<file path="src/rtl/accel_scheduler.sv">
// accel_scheduler
//   Shares the acceleration counter datapath between two speed requesters
//   (A = manual switches, B = auto controller). A free-running prescaler
//   produces the update tick. Each granted tick runs a two-phase sequence:
//   SAMPLE (validS0, speed latched) then UPDATE (validS1 + faEnable).
//   A saturating mirror of the counter value is kept for status.
// Ports:
//   clk, reset          system clock, synchronous active-high reset
//   reqA/speedA         requester A request and signed speed
//   reqB/speedB         requester B request and signed speed
//   grantA/grantB       registered one-hot (or zero) ownership
//   motorspeed          signed speed latched from the owner
//   validS0/validS1     sample / update phase strobes
//   faEnable            counter enable, coincident with validS1
//   aCountMirror        unsigned mirror of the counter
//   atMin/atMax/busy    status decoded from registers
module accel_scheduler #(
  parameter int TICK_DIV   = 50000,
  parameter int HOLD_TICKS = 4
) (
  input  logic       clk,
  input  logic       reset,
  input  logic       reqA,
  input  logic [7:0] speedA,
  input  logic       reqB,
  input  logic [7:0] speedB,
  output logic       grantA,
  output logic       grantB,
  output logic [7:0] motorspeed,
  output logic       validS0,
  output logic       validS1,
  output logic       faEnable,
  output logic [7:0] aCountMirror,
  output logic       atMin,
  output logic       atMax,
  output logic       busy
);

  localparam logic [15:0] TICK_LAST = 16'(TICK_DIV - 1);
  localparam logic [3:0]  HOLD      = 4'(HOLD_TICKS);

  typedef enum logic [1:0] {IDLE, SAMPLE, UPDATE} state_e;

  state_e      state_q, state_d;
  logic [15:0] presc_q, presc_d;
  logic [3:0]  slots_q, slots_d;
  logic        grant_a_q, grant_a_d;
  logic        grant_b_q, grant_b_d;
  logic        ptr_b_q, ptr_b_d;       // 0: A favoured on contention, 1: B
  logic [7:0]  mspeed_q, mspeed_d;
  logic [7:0]  mirror_q, mirror_d;
  logic        vs0_q, vs0_d;
  logic        vs1_q, vs1_d;

  logic       tick;
  logic       owner_req, other_req, win_b;
  logic [3:0] slots_inc;

  assign tick      = (presc_q == TICK_LAST);
  assign owner_req = (grant_a_q & reqA) | (grant_b_q & reqB);
  assign other_req = (grant_a_q & reqB) | (grant_b_q & reqA);
  // Contention goes to the pointer; a lone requester always wins.
  assign win_b     = reqB & (~reqA | ptr_b_q);
  assign slots_inc = slots_q + 4'd1;

  always_comb begin
    state_d   = state_q;
    presc_d   = tick ? 16'd0 : presc_q + 16'd1;
    slots_d   = slots_q;
    grant_a_d = grant_a_q;
    grant_b_d = grant_b_q;
    ptr_b_d   = ptr_b_q;
    mspeed_d  = mspeed_q;
    mirror_d  = mirror_q;
    vs0_d     = 1'b0;
    vs1_d     = 1'b0;
    case (state_q)
      IDLE: begin
        if (tick && (reqA || reqB)) begin
          state_d = SAMPLE;
          vs0_d   = 1'b1;
          if (!(owner_req && slots_q < HOLD)) begin
            grant_a_d = ~win_b;
            grant_b_d = win_b;
            ptr_b_d   = ~win_b;
            slots_d   = 4'd0;
          end
        end else if (tick) begin
          // Nobody wants the datapath: drop ownership.
          grant_a_d = 1'b0;
          grant_b_d = 1'b0;
          slots_d   = 4'd0;
        end
      end
      SAMPLE: begin
        mspeed_d = grant_b_q ? speedB : speedA;
        state_d  = UPDATE;
        vs1_d    = 1'b1;
      end
      UPDATE: begin
        state_d = IDLE;
        if (mspeed_q[7]) begin
          if (mirror_q != 8'd0) mirror_d = mirror_q - 8'd1;
        end else if (mspeed_q != 8'd0) begin
          if (mirror_q != 8'd255) mirror_d = mirror_q + 8'd1;
        end
        if (!owner_req) begin
          grant_a_d = 1'b0;
          grant_b_d = 1'b0;
          slots_d   = 4'd0;
        end else if (slots_inc >= HOLD && !other_req) begin
          // Quota used up but nobody waiting: start a fresh quota.
          slots_d = 4'd0;
        end else begin
          // Saturates at HOLD while the other side waits; forces handover.
          slots_d = slots_inc;
        end
      end
      default: state_d = IDLE;
    endcase
  end

  always_ff @(posedge clk) begin
    if (reset) begin
      state_q   <= IDLE;
      presc_q   <= 16'd0;
      slots_q   <= 4'd0;
      grant_a_q <= 1'b0;
      grant_b_q <= 1'b0;
      ptr_b_q   <= 1'b0;
      mspeed_q  <= 8'd0;
      mirror_q  <= 8'd0;
      vs0_q     <= 1'b0;
      vs1_q     <= 1'b0;
    end else begin
      state_q   <= state_d;
      presc_q   <= presc_d;
      slots_q   <= slots_d;
      grant_a_q <= grant_a_d;
      grant_b_q <= grant_b_d;
      ptr_b_q   <= ptr_b_d;
      mspeed_q  <= mspeed_d;
      mirror_q  <= mirror_d;
      vs0_q     <= vs0_d;
      vs1_q     <= vs1_d;
    end
  end

  assign grantA       = grant_a_q;
  assign grantB       = grant_b_q;
  assign motorspeed   = mspeed_q;
  assign validS0      = vs0_q;
  assign validS1      = vs1_q;
  assign faEnable     = vs1_q;
  assign aCountMirror = mirror_q;
  assign atMin        = (mirror_q == 8'd0);
  assign atMax        = (mirror_q == 8'd255);
  assign busy         = (state_q != IDLE);

endmodule

</file>
<file path="config.mk">
export PLATFORM = sky130hd
export DESIGN_NAME = accel_scheduler
export DESIGN_NICKNAME = d
export VERILOG_FILES = /design/src/rtl/accel_scheduler.sv
export SDC_FILE = /design/constraint.sdc
export NUM_CORES = 1
export LEC_CHECK = 0
export CORE_MARGIN = 3
export CORE_UTILIZATION = 35
export CTS_CLUSTER_DIAMETER = 40
export DETAILED_ROUTE_END_ITERATION = 10
export PLACE_DENSITY = 0.61
export SYNTH_ARGS = -nofsm -noshare
export SYNTH_HDL_FRONTEND = slang
export SYNTH_SLANG_ARGS = --single-unit
</file>
<file path="constraint.sdc">
create_clock -name clk -period 6 [get_ports clk]
set_clock_uncertainty 0.1 [all_clocks]
set_input_delay 1.2 -clock clk [delete_from_list [all_inputs] [get_ports clk]]
set_output_delay 1.2 -clock clk [all_outputs]
set_load 0.02 [all_outputs]
</file>
==> impl_metrics.py, run 1 <==
metrics = {
    "timing": {
        "rsz0062_at_grt": "no",
        "hold_slack_ps": 353,
        "max-slew-margin-rel": 0.372,
        "post-route-period-util": 0.551,
        "fin_crit_ps": 3310,
        "timing.fmax_ghz": 0.302,
        "setup_tns_ps": 0,
        "tightest_slew_ps": 939,
        "finalHoldViolations": 0,
        "setup_viol": 0,
        "slew_violations": 0,
        "finalWorstSetupSlack_ps": 2690,
    },
    "critical_path": {
        "path_class": "flip-flop to output port",
        "timing.rr.start": "motorspeed[7]",
        "r2r_cells": 6,
        "cp-start-kind": "flip-flop",
        "max_stage_delay_ps": 620,
        "path_cells": "or4_1 > nor2_1 > clkdlybuf4s50_1",
        "ff2ff_setup_slack_ps": 3500,
        "r2r-end": "aCountMirror[5]",
        "end_kind": "output port",
        "cpMaxStageDelayCell": "clkdlybuf4s50_1",
        "required_ps": 4700,
        "path_max_fanout": 7,
        "cp.arrival_ps": 2010,
    },
    "synth": {
        "synthSimpleGateAreaFrac": 0.256,
        "syn_nets": 279,
        "synth_top_area_cell": "dfxtp_1",
        "synth-async-reset-ratio": 0,
        "ys_ff_latch": 43,
        "synth_xor_area_frac": 0.0581,
        "syn_inst": 250,
        "ys.flop_type": "dfxtp_1",
        "syn_area_per_cell_um2": 9.04,
        "synth.distinct_cells": 56,
        "synth_mux_area_frac": 0.0676,
        "synth_compound_area_frac": 0.150,
        "synthesis.area_um2": 2260,
        "synthAdderAreaFrac": 0.0532,
        "synth_top_family_by_area": "simple AND/OR/NAND/NOR gates",
        "yosys.area.top_type_share": 0.381,
        "synth_edf_count": 0,
        "yosysWarningCount": 0,
        "seq_area_frac_synth": 0.381,
        "yosys-top-cells-area": "dfxtp_1 38%, nor2_1 7.0%, mux2i_1 5.8%, ha_1 4.4%, a211oi_1 4.3%",
    },
    "cells_and_area": {
        "fillers": 634,
        "fin_nets": 320,
        "area_delta_synth_final_pct": 26.0,
        "diodes": 0,
        "drive_above_1_share": 0.0788,
    },
    "min_path": {
        "holdPathStages": 1,
        "worstHoldStart": "presc_q[0]",
        "holdCritPathClass": "flip-flop to flip-flop",
        "holdPathEnd": "presc_q[0]",
    },
    "global_route": {
        "globalRoute.totalOverflow": 0,
        "first_global_vias": 1906,
        "antenna_found_initial": 0,
        "grt_util_all_layers": 0.143,
        "grt_pass1_wl_um": 8700,
        "grt_max_degree": 28,
    },
    "clock_network": {
        "cts.path.max_buffers": 2,
        "htree_levels": 2,
        "cts_tree": "built",
        "clk_pin_slew_worst_paths_ps": 80,
        "postCtsSetupRepairBufs": 0,
        "postCtsResizedCells": 0,
        "cts_hold_buf": 0,
        "cts_root_buf": "clkbuf_8",
        "clk_latency_ps": 290,
        "clock-sinks": 43,
        "cts_buffers": 5,
    },
    "place": {
        "gp_congestion": 0.779,
        "port_buffers": 43,
        "pre_cts_ws_ps": 2680,
        "dp_hpwl_um": 3650,
    },
    "floorplan": {
        "rows": 28,
        "dieArea_um2": 7460,
        "die_w_um": 86.4,
        "die_h_um": 86.4,
        "ios": 44,
        "core_area_um2": 6100,
        "start_util": 0.371,
    },
    "routing": {
        "ant_nets": 0,
        "wl_per_cell_um": 13.3,
        "num_vias": 1942,
        "drt_first_iter_violations": 55,
        "routed_via_density": 5.29,
        "remaining_drc_errors": 0,
        "wl_um": 4890,
        "drt-pass1-iter-count": 4,
    },
    "power": {
        "powerDensity_nw_per_um2": 191,
        "p_sw_frac": 0.199,
        "intPower_uw": 436,
        "power_frac_clock": 0.427,
        "leakage_nw": 1.08,
        "switchingPower_uw": 108,
        "peakVddDrop_mv": 0.134,
        "combPwrFrac": 0.044,
        "seqPwrFrac": 0.529,
    },
    "run_status": {
        "status": "complete, no violations",
    },
    "job": {
        "drv_cap": 0,
    },
}
-- power groups by stage --
stage               Combinational [mW]  Clock, mW  Sequential, mW
floorplan                       0.0107          0           0.295
global placement                0.0240          0           0.295
detailed placement              0.0241          0           0.295
CTS                             0.0241      0.240           0.288
global route                    0.0268      0.251           0.288
finish                          0.0238      0.232           0.288
-- placed cells by master, fill, tap and decap left out, types with 3 or more instances in the layout --
cell,count
dfxtp_1,43
clkdlybuf4s50_1,43
nor2_1,42
a211oi_1,13
mux2i_1,13
nand2_1,12
nand3_1,11
xor2_1,10
ha_1,8
nor3_1,7
inv_1,6
o21ai_0,6
a21oi_1,6
clkbuf_8,6
nand4_1,5
xnor2_1,5
or4_1,3
and3_1,3
nor4b_1,3
or3_1,3
-- through the flow --
stage	power, mW	utilization	std cells	cell area (µm²)
after global placement	0.319	0.448	359	2730
after CTS	0.552	0.467	367	2850
after global routing	0.567	0.467	367	2850
final	0.544	0.467	367	2850
after floorplan	0.305	-	250	2260
after detailed placement	0.319	0.448	359	2730
-- layer usage --
metal / vias to the layer above / routed length, µm / track usage
li1: 1004 / - / -
met5: - / 0 / 0
met4: 0 / 61 / 0.0467
met3: 6 / 306 / 0.0466
met1: 887 / 2320 / 0.180
met2: 45 / 2200 / 0.232
-- cell type report --
| cell class | count | area, µm² | share of cell area |
|---|---|---|---|
| multi-input combinational | 192 | 1320 | 0.464 |
| sequential | 43 | 861 | 0.302 |
| timing repair buffer | 43 | 430 | 0.151 |
| tap | 75 | 93.8 | 0.0330 |
| clock buffer | 6 | 82.6 | 0.0290 |
| clock inverter | 2 | 35.0 | 0.0123 |
| inverter | 6 | 22.5 | 0.00791 |
-- flip-flops by register name, summed over array words and instances (netlist names), 2 cells and up --
register      cells
presc_q          16
aCountMirror      8
motorspeed        8
slots_q           4
state_q           2
-- Yosys cell counts, drive strengths merged, types with 3 or more instances --
cell	count
o21ai	6
inv	6
nand2	12
ha	8
or3	4
nand4	6
mux2i	13
clkbuf	5
a21oi	7
nand2b	3
nor3	7
nor4b	3
dfxtp	43
xnor2	5
a211oi	13
buf	4
nand3	11
or4	3
xor2	10
nor2	42
and3	3
-- cell families (layout without fill, tap and decap cells) --
kind of cell | Yosys count | in the layout
buffers and inverters | 15 | 57
XOR/XNOR | 15 | 15
flip-flops | 43 | 43
multiplexers | 15 | 15
adder cells (fa/ha/maj) | 9 | 9
AND/OR/NAND/NOR | 108 | 108
AO/OA/AOI/OAI | 45 | 45
-- critical path: cells and delay by family, from the launching register on --
| family | cells | cell delay [ps] |
|---|---|---|
| and+or+nand+nor | 2 | 700 |
| buffers and inverters | 1 | 620 |
| DFF | 1 | 410 |
-- worst max path at each step --
stage / startpoint / endpoint / slack [ps] / cells past startpoint
global placement: reset / slots_q[3] / 2730 / 4
detailed placement: reset / presc_q[12] / 2680 / 4
finish: aCountMirror[0] / atMin / 2690 / 3
global route: aCountMirror[0] / atMin / 2610 / 3
floorplan: aCountMirror[0] / atMin / 3430 / 2
CTS: aCountMirror[0] / atMin / 2680 / 3
Note: power is estimated with default switching activity, not from simulation.
==> run 2: changes to the inputs <==
PLACE_DENSITY = 0.63   (was 0.61)
clock period = 2.78 ns   (was 6 ns; I/O delays follow)
==> run 2 against run 1 <==
- via count grew 0.67%
- worst hold slack gained 1.2 ps
- register-to-register slack lost 3100 ps
- worst setup slack lost 2500 ps
- highest routed layer unchanged
==> impl_metrics.py, run 2 (synthesis results as in run 1) <==
metrics = {
    "floorplan": {
        "start_util": 0.371,
        "dieArea_um2": 7460,
        "die_h_um": 86.4,
        "core_area_um2": 6100,
        "die_w_um": 86.4,
        "ios": 44,
        "rows": 28,
    },
    "timing": {
        "rsz0062_at_grt": "no",
        "fin_crit_ps": 2630,
        "finalWorstSetupSlack_ps": 152,
        "finalHoldViolations": 0,
        "post-route-period-util": 0.945,
        "tightest_slew_ps": 504,
        "setup_viol": 0,
        "setup_tns_ps": 0,
        "slew_violations": 0,
        "hold_slack_ps": 354,
        "timing.fmax_ghz": 0.380,
        "max-slew-margin-rel": 0.662,
    },
    "clock_network": {
        "clock-sinks": 43,
        "cts.path.max_buffers": 2,
        "clk_pin_slew_worst_paths_ps": 90,
        "postCtsSetupRepairBufs": 0,
        "cts_tree": "built",
        "cts_hold_buf": 0,
        "postCtsResizedCells": 0,
        "cts_buffers": 5,
        "htree_levels": 2,
        "clk_latency_ps": 310,
        "cts_root_buf": "clkbuf_8",
    },
    "global_route": {
        "grt_util_all_layers": 0.139,
        "first_global_vias": 1847,
        "antenna_found_initial": 0,
        "grt_pass1_wl_um": 8450,
        "globalRoute.totalOverflow": 0,
        "grt_max_degree": 17,
    },
    "routing": {
        "routed_via_density": 5.27,
        "wl_per_cell_um": 13.3,
        "num_vias": 1955,
        "ant_nets": 0,
        "drt-pass1-iter-count": 4,
        "drt_first_iter_violations": 80,
        "remaining_drc_errors": 0,
        "wl_um": 4920,
    },
    "power": {
        "combPwrFrac": 0.049,
        "seqPwrFrac": 0.568,
        "p_sw_frac": 0.241,
        "powerDensity_nw_per_um2": 384,
        "total_power_mw": 1.09,
        "switchingPower_uw": 264,
        "peakVddDrop_mv": 0.176,
        "intPower_uw": 831,
        "leakage_nw": 1.08,
        "power_frac_clock": 0.383,
    },
    "critical_path": {
        "path_max_fanout": 7,
        "required_ps": 2120,
        "max_stage_delay_ps": 610,
        "path_cells": "or4_1 > nor2_1 > clkdlybuf4s50_1",
        "cp.arrival_ps": 1970,
        "cp-start-kind": "flip-flop",
        "end_kind": "output port",
        "cpMaxStageDelayCell": "clkdlybuf4s50_1",
        "path_class": "flip-flop to output port",
    },
    "cells_and_area": {
        "drive_above_1_share": 0.0912,
        "regMostFlops": "presc_q",
        "fin_nets": 324,
        "area_delta_synth_final_pct": 26.2,
        "final_cell_mix": "43 x dfxtp_1, 43 x clkdlybuf4s50_1, 42 x nor2_1",
        "diodes": 0,
        "largest_reg_flops": 16,
    },
    "min_path": {
        "holdCritPathClass": "flip-flop to flip-flop",
    },
    "place": {
        "port_buffers": 43,
        "dp_hpwl_um": 3650,
        "pre_cts_ws_ps": 352,
        "gp_congestion": 0.809,
    },
    "job": {
        "drv_cap": 0,
    },
    "run_status": {
        "status": "complete, no violations",
    },
}
## run 2: cell count changes in the layout (fill, tap and decap cells not counted), sizes merged
cell / delta
clkinv: -1
inv: +1
clkbuf: -1
clkinvlp: +2
buf: +4
bufinv: -1
## run 2: final cells by class
class,instances,area [µm²]
well taps,75,93.8
fillers,631,3240
inverters,6,22.5
clock buffers,5,68.8
repair buffers,47,460
multi-input cells,192,1320
clock inverters,3,23.8
flip-flops and latches,43,861
## run 2: power groups by stage
stage	Clock [mW]	Combinational, mW	Sequential, mW
after global placement	0	0.0542	0.636
after detailed placement	0	0.0544	0.636
after global routing	0.459	0.0589	0.622
final	0.419	0.0540	0.622
after floorplan	0	0.0230	0.636
after CTS	0.432	0.0545	0.622
## run 2: final timing paths
kind                   startpoint              end  slack (ps)  depth (start not counted)
setup / recovery  aCountMirror[0]            atMin         150                          3
hold reg to reg        presc_q[0]       presc_q[0]         350                          1
hold / removal         presc_q[0]       presc_q[0]         350                          1
setup reg to reg    motorspeed[7]  aCountMirror[5]         360                          6
## run 2: stage by stage
stage | cell area (µm²) | instances | utilization
2_1_floorplan | 2260 | 250 | -
3_3_place_gp | 2760 | 363 | 0.453
3_5_place_dp | 2760 | 363 | 0.453
4_1_cts | 2850 | 371 | 0.468
5_1_grt | 2850 | 371 | 0.468
6_report | 2850 | 371 | 0.468
## run 2: critical path: cells and delay by family, from the launching register on
| family | cells | cell delay [ps] |
|---|---|---|
| AND/OR/NAND/NOR | 2 | 660 |
| buffers and inverters | 1 | 610 |
| flip-flops | 1 | 400 |
## run 2: routing by layer
metal / vias up / share of wire / GRT usage
li1: 1004 / - / -
met4: 0 / 0.014 / 0.0467
met3: 6 / 0.046 / 0.0409
met2: 37 / 0.46 / 0.229
met1: 908 / 0.48 / 0.173
met5: - / 0 / 0
